==> src/rtl/pe_ctx_pkg.sv <==
// Shared definitions for the pe_ctx processing element: context word layout,
// routing source codes and FU opcodes.
package pe_ctx_pkg;

  localparam int INST_W = 35;
  localparam int FLD_W  = 4;

  // Bit positions inside a context word
  localparam int OPC_LSB   = 31;
  localparam int SRCA_LSB  = 27;
  localparam int SRCB_LSB  = 23;
  localparam int OUTN_LSB  = 19;
  localparam int OUTS_LSB  = 15;
  localparam int OUTW_LSB  = 11;
  localparam int OUTE_LSB  = 7;
  localparam int RFWE_BIT  = 6;
  localparam int RFWA_LSB  = 4;
  localparam int RFSRC_LSB = 0;

  // Codes 9..15 select constant zero
  typedef enum logic [3:0] {
    SRC_N, SRC_S, SRC_W, SRC_E,
    SRC_R0, SRC_R1, SRC_R2, SRC_R3,
    SRC_RES
  } src_e;

  typedef enum logic [3:0] {
    OP_PASS, OP_ADD, OP_SUB, OP_MUL,
    OP_AND, OP_OR, OP_XOR,
    OP_SHL, OP_SHR, OP_SRA,
    OP_SLT, OP_EQ, OP_MIN, OP_MAX
  } opcode_e;

endpackage

==> src/rtl/pe_ctx_fu.sv <==
// Combinational functional unit of the PE; opcodes 14..15 yield zero.
module pe_ctx_fu
  import pe_ctx_pkg::*;
#(
  parameter int DW = 32
) (
  input  logic [3:0]    op,
  input  logic [DW-1:0] a,
  input  logic [DW-1:0] b,
  output logic [DW-1:0] res
);

  localparam int SW = $clog2(DW);

  logic [SW-1:0] sh;
  logic          lt;

  assign sh = b[SW-1:0];
  assign lt = $signed(a) < $signed(b);

  // NOTE: every combinational output gets a default first so no path infers a latch.
  always_comb begin
    res = '0;
    case (op)
      OP_PASS: res = a;
      OP_ADD:  res = a + b;
      OP_SUB:  res = a - b;
      OP_MUL:  res = a * b;
      OP_AND:  res = a & b;
      OP_OR:   res = a | b;
      OP_XOR:  res = a ^ b;
      OP_SHL:  res = a << sh;
      OP_SHR:  res = a >> sh;
      OP_SRA:  res = $unsigned($signed(a) >>> sh);
      OP_SLT:  res = {{(DW-1){1'b0}}, lt};
      OP_EQ:   res = {{(DW-1){1'b0}}, a == b};
      OP_MIN:  res = lt ? a : b;
      OP_MAX:  res = lt ? b : a;
      default: res = '0;
    endcase
  end

endmodule

==> src/rtl/pe_ctx.sv <==
// CGRA processing element: serially loaded context buffer replayed cyclically,
// with per-context routing, one register-file write and one FU operation.
module pe_ctx
  import pe_ctx_pkg::*;
#(
  parameter int DW    = 32,
  parameter int DEPTH = 16
) (
  input  logic                     clk,
  input  logic                     rst,
  input  logic [INST_W-1:0]        PE_inst,
  input  logic                     init,
  input  logic                     run,
  input  logic                     stall,
  input  logic                     cfg_clr,
  input  logic [DW-1:0]            din_N,
  input  logic [DW-1:0]            din_S,
  input  logic [DW-1:0]            din_W,
  input  logic [DW-1:0]            din_E,
  output logic [DW-1:0]            dout_N,
  output logic [DW-1:0]            dout_S,
  output logic [DW-1:0]            dout_W,
  output logic [DW-1:0]            dout_E,
  output logic [$clog2(DEPTH):0]   ctx_cnt,
  output logic                     cfg_overflow,
  output logic                     iter_done
);

  localparam int AW = $clog2(DEPTH);
  localparam logic [AW:0] FULL = (AW+1)'(DEPTH);

  logic [INST_W-1:0] ctx_buf [DEPTH];
  logic [INST_W-1:0] inst_r;
  logic              inst_valid;
  logic [AW-1:0]     pc;
  logic [DW-1:0]     res;
  logic [DW-1:0]     rf [4];
  logic [DW-1:0]     src_val [16];
  logic [DW-1:0]     fu_res;
  logic              exec;
  logic              last;

  assign exec = inst_valid && !stall;
  assign last = ({1'b0, pc} == ctx_cnt - (AW+1)'(1));

  always_comb begin
    for (int i = 0; i < 16; i++) src_val[i] = '0;
    src_val[SRC_N]   = din_N;
    src_val[SRC_S]   = din_S;
    src_val[SRC_W]   = din_W;
    src_val[SRC_E]   = din_E;
    src_val[SRC_R0]  = rf[0];
    src_val[SRC_R1]  = rf[1];
    src_val[SRC_R2]  = rf[2];
    src_val[SRC_R3]  = rf[3];
    src_val[SRC_RES] = res;
  end

  // Routing is zero-latency from din; an idle PE drives zeros on every port.
  assign dout_N = inst_valid ? src_val[inst_r[OUTN_LSB +: FLD_W]] : '0;
  assign dout_S = inst_valid ? src_val[inst_r[OUTS_LSB +: FLD_W]] : '0;
  assign dout_W = inst_valid ? src_val[inst_r[OUTW_LSB +: FLD_W]] : '0;
  assign dout_E = inst_valid ? src_val[inst_r[OUTE_LSB +: FLD_W]] : '0;

  pe_ctx_fu #(.DW(DW)) u_fu (
    .op  (inst_r[OPC_LSB +: FLD_W]),
    .a   (src_val[inst_r[SRCA_LSB +: FLD_W]]),
    .b   (src_val[inst_r[SRCB_LSB +: FLD_W]]),
    .res (fu_res)
  );

  // NOTE: state uses non-blocking assignments so every read sees pre-edge values.
  always_ff @(posedge clk) begin
    if (rst) begin
      ctx_cnt      <= '0;
      pc           <= '0;
      inst_r       <= '0;
      inst_valid   <= 1'b0;
      res          <= '0;
      cfg_overflow <= 1'b0;
      iter_done    <= 1'b0;
      for (int i = 0; i < 4; i++) rf[i] <= '0;
      // NOTE: the context buffer is cleared on reset, so it is built from flops, not RAM.
      for (int i = 0; i < DEPTH; i++) ctx_buf[i] <= '0;
    end else begin
      iter_done <= 1'b0;

      // Execute stage: the context fetched on the previous edge.
      if (exec) begin
        res <= fu_res;
        if (inst_r[RFWE_BIT])
          rf[inst_r[RFWA_LSB +: 2]] <= src_val[inst_r[RFSRC_LSB +: FLD_W]];
      end

      if (cfg_clr) begin
        ctx_cnt    <= '0;
        pc         <= '0;
        inst_valid <= 1'b0;
      end else if (init) begin
        inst_valid <= 1'b0;
        if (ctx_cnt < FULL) begin
          ctx_buf[ctx_cnt[AW-1:0]] <= PE_inst;
          ctx_cnt                  <= ctx_cnt + (AW+1)'(1);
        end else begin
          cfg_overflow <= 1'b1;
        end
      end else if (run) begin
        if (ctx_cnt != '0 && !stall) begin
          inst_r     <= ctx_buf[pc];
          inst_valid <= 1'b1;
          pc         <= last ? '0 : pc + AW'(1);
          iter_done  <= last;
        end
      end else begin
        inst_valid <= 1'b0;
      end
    end
  end

endmodule

==> config.mk <==
export PLATFORM = sky130hd
export DESIGN_NAME = pe_ctx
export DESIGN_NICKNAME = d
export VERILOG_FILES = /design/src/rtl/pe_ctx_pkg.sv /design/src/rtl/pe_ctx_fu.sv /design/src/rtl/pe_ctx.sv
export SDC_FILE = /design/constraint.sdc
export NUM_CORES = 2
export LEC_CHECK = 0
export ABC_CLOCK_PERIOD_IN_PS = 8500
export BUFFER_PORTS_ARGS = -buffer_cell sky130_fd_sc_hd__buf_2
export CAP_MARGIN = 20
export CORE_MARGIN = 4
export CORE_UTILIZATION = 50
export CTS_CLUSTER_DIAMETER = 60
export DETAILED_ROUTE_END_ITERATION = 8
export PLACE_DENSITY = 0.73
export SETUP_SLACK_MARGIN = 0.05
export SLEW_MARGIN = 40
export SYNTH_ARGS = -nofsm -noshare
export SYNTH_HDL_FRONTEND = slang
export SYNTH_SLANG_ARGS = --single-unit
==> constraint.sdc <==
create_clock -name clk -period 8.5 [get_ports clk]
set_clock_uncertainty 0.2 [all_clocks]
set_input_delay 0.425 -clock clk [delete_from_list [all_inputs] [get_ports clk]]
set_output_delay 0.425 -clock clk [all_outputs]
set_load 0.02 [all_outputs]
==> results.py <==
metrics = {
    "placement": {
        "dp.final_hpwl_mm": 247,
        "io_buffers": 303,
        "place_congestion": 1.02,
    },
    "timing": {
        "final-setup-viol-count": 17,
        "hold_viol": 0,
        "drv_slew": 0,
        "fin_crit_ns": 9.08,
        "hold_ws_ns": 0.0462,
        "worst_slack_ns": -0.582,
        "layout_worst_path_cycle_share_pct": 107,
        "relSlewSlack_pct": 36.2,
        "rsz0062_at_grt": "true",
        "fmax_ghz": 0.110,
        "tightest_slew_ns": 0.932,
    },
    "setup_path": {
        "cp_max_fo": 6,
        "cp.arrival_ns": 9.46,
        "worst_setup_path_start_kind": "flop",
        "end_kind": "flop",
        "reg2regPathDepth": 33,
        "crit_required_ns": 8.87,
        "max_stage_delay_ns": 0.56,
        "path_class": "reg2reg",
        "cp_slowest_cell": "fa_1",
        "crit_top_cell": "fa_1",
    },
    "logic_synthesis": {
        "ys_async_sr_fraction_pct": 0,
        "synth.top_cell.area_share_pct": 28.5,
        "post_synth.cell_area_avg_um2": 10.7,
        "ys_ff_latch": 767,
        "yosysSeqAreaShare_pct": 30.7,
        "syn_area_um2": 72500,
        "syn_inst": 6764,
        "synthTopCellsByArea": "edfxtp_1 29%, mux4_2 18%, fa_1 11%, and2_1 6.1%, mux2i_1 4.0%",
        "ys_types": 97,
        "ys.flop_type": "edfxtp_1",
        "yosys_warnings": 0,
        "synth_edf_count": 688,
        "synth_area_leader_cell": "edfxtp_1",
        "syn_nets": 7568,
    },
    "global_routing": {
        "grt-ovfl-total": 0,
        "grt_start_max_net_pins": 130,
        "grt_pass1_wl_mm": 475,
        "grt_pass1_vias": 66100,
        "track_usage_pct": 43.8,
        "grt_antenna_before_repair": 22,
    },
    "drt": {
        "vias_per_cell": 6.69,
        "drtPass1Iterations": 7,
        "drc": 0,
        "postRouteAntennaNets": 0,
        "drt-total-wl_mm": 335,
        "detail_route.iter0.violations": 8681,
        "post_drt_wl_per_cell_um": 34.6,
        "vias": 64600,
    },
    "clock_network": {
        "cts-htree-levels": 3,
        "cts_tree": "built",
        "worstSkewPairLatency_ns": 0.73,
        "path_clk_slew_ns": 0.07,
        "clock_sinks": 767,
        "cts.path.max_buffers": 3,
        "root_buffer": "clkbuf_16",
        "cts_made_buffers": 90,
    },
    "run_status": {
        "outcome": "finished, violations left",
        "violations": "setup timing",
    },
    "run": {
        "maxCapViolCount": 0,
    },
    "hold_path": {
        "hold_path.class": "in2reg",
        "worstHoldPathCells": 3,
    },
    "floorplanning": {
        "ios": 304,
        "die_w_um": 389,
        "std_cell_rows": 139,
        "fp.dieH_um": 389,
        "dieArea_um2": 151000,
        "core_area_um2": 144000,
        "start_util_pct": 50.4,
    },
    "cells_and_area": {
        "area_growth_pct": 21.2,
        "fin_nets": 8463,
        "drive_gt1_share_pct": 31.7,
    },
}
synth_stat cells, drive strengths merged (23+ instances only):
library cell / number
nand2b: 33
nand2: 607
a21o: 39
mux2i: 287
edfxtp: 688
and2: 701
nor2: 681
mux4: 579
o221ai: 26
nor2b: 42
nor3: 54
a211oi: 65
a21oi: 255
dfxtp: 79
xnor2: 78
clkbuf: 385
mux2: 50
o21ai: 263
o22ai: 46
xor2: 26
fa: 410
a31oi: 24
buf: 207
a221oi: 42
o21a: 28
nand3: 28
or2: 23
inv: 511
ha: 225
o211ai: 24
sequential cells by signal, summed over array words and instances, names as in the netlist:
register,flops
ctx_buf,560
rf,128
inst_r,35
res,32
ctx_cnt,5
pc,4
cfg_overflow,1
inst_valid,1
iter_done,1
timing repair:
item / in CTS / in global routing
pin swaps: 80 / 60
hold endpoints to repair: 554 / 0
endpoints found under the setup margin: 20 / 22
setup buffers: 54 / 14
gates resized for setup: 209 / 85
hold buffers: 38 / 0
placed cells by master, fill, tap and decap left out, types with 33 or more instances in the layout:
cell and instances:
buf_6 47, a221oi_1 33, buf_4 929, ha_1 208, dlygate4sd3_1 38, nor2b_1 42
a21oi_1 238, fa_1 385, mux4_2 579, buf_12 67, nor2_1 644, clkbuf_16 90
nor3_1 40, mux2i_1 283, a21o_1 39, inv_1 468, and2_1 699, inv_2 40
buf_2 303, o21ai_0 233, edfxtp_1 688, o22ai_1 46, nand2_1 597, xnor2_1 72
dfxtp_1 52, a211oi_1 57, mux2_2 47
path summary, 6_finish.rpt:
| path | startpoint | end | slack, ns |
|---|---|---|---|
| worst min-delay path | rst | cfg_overflow | 0.05 |
| worst max-delay path | inst_r[27] | res[31] | -0.58 |
| worst max register to register | inst_r[27] | res[31] | -0.58 |
| worst min register to register | inst_r[17] | inst_r[17] | 0.25 |
per-layer routing:
layer	GRT usage (%)	part of all wire [%]
met5	0	0.018
met4	29.2	8.5
met3	11.1	11
met2	68.0	45
met1	54.3	35
final cells by class:
class | count | area [um2]
clock inverter | 56 | 693
timing repair buffer | 1395 | 10900
multi-input combinational | 4889 | 47100
clock buffer | 114 | 2450
fill | 11600 | 56000
sequential | 767 | 22300
antenna | 26 | 65.1
inverter | 516 | 1950
tap | 1903 | 2380
cells by family after synthesis:
group / share of synthesized area, %
AOI/OAI and AO/OA: 9.12
xor gates and xnor gates: 1.33
adders and majority gates: 15.2
buffers and inverters: 6.21
DFF: 30.7
muxes: 22.7
and+or+nand+nor: 14.7
through the flow:
stage	setup TNS, ns	setup slack, ns	std cells	cell area [um2]	utilization [%]
2_1_floorplan	0	0.0509	6764	72700	-
5_1_grt	-9.25	-0.760	9646	87800	61.0
6_report	-5.24	-0.582	9666	87800	61.1
3_3_place_gp	-12.00	-0.945	9362	82300	57.2
4_1_cts	-3.62	-0.465	9623	87200	60.6
3_5_place_dp	-14.35	-1.16	9364	82400	57.3
critical path, delay by kind of cell (launching register included):
kind	cells	cell delay [ns]
AOI/OAI and AO/OA	5	0.72
xor gates and xnor gates	1	0.17
buffers and inverters	12	1.40
and+or+nand+nor	2	0.32
adders and majority gates	10	4.68
muxes	3	0.95
DFF	1	0.45
Power is not shown: default switching activity piles up to over one toggle a cycle in this logic, so the estimate is an artifact.
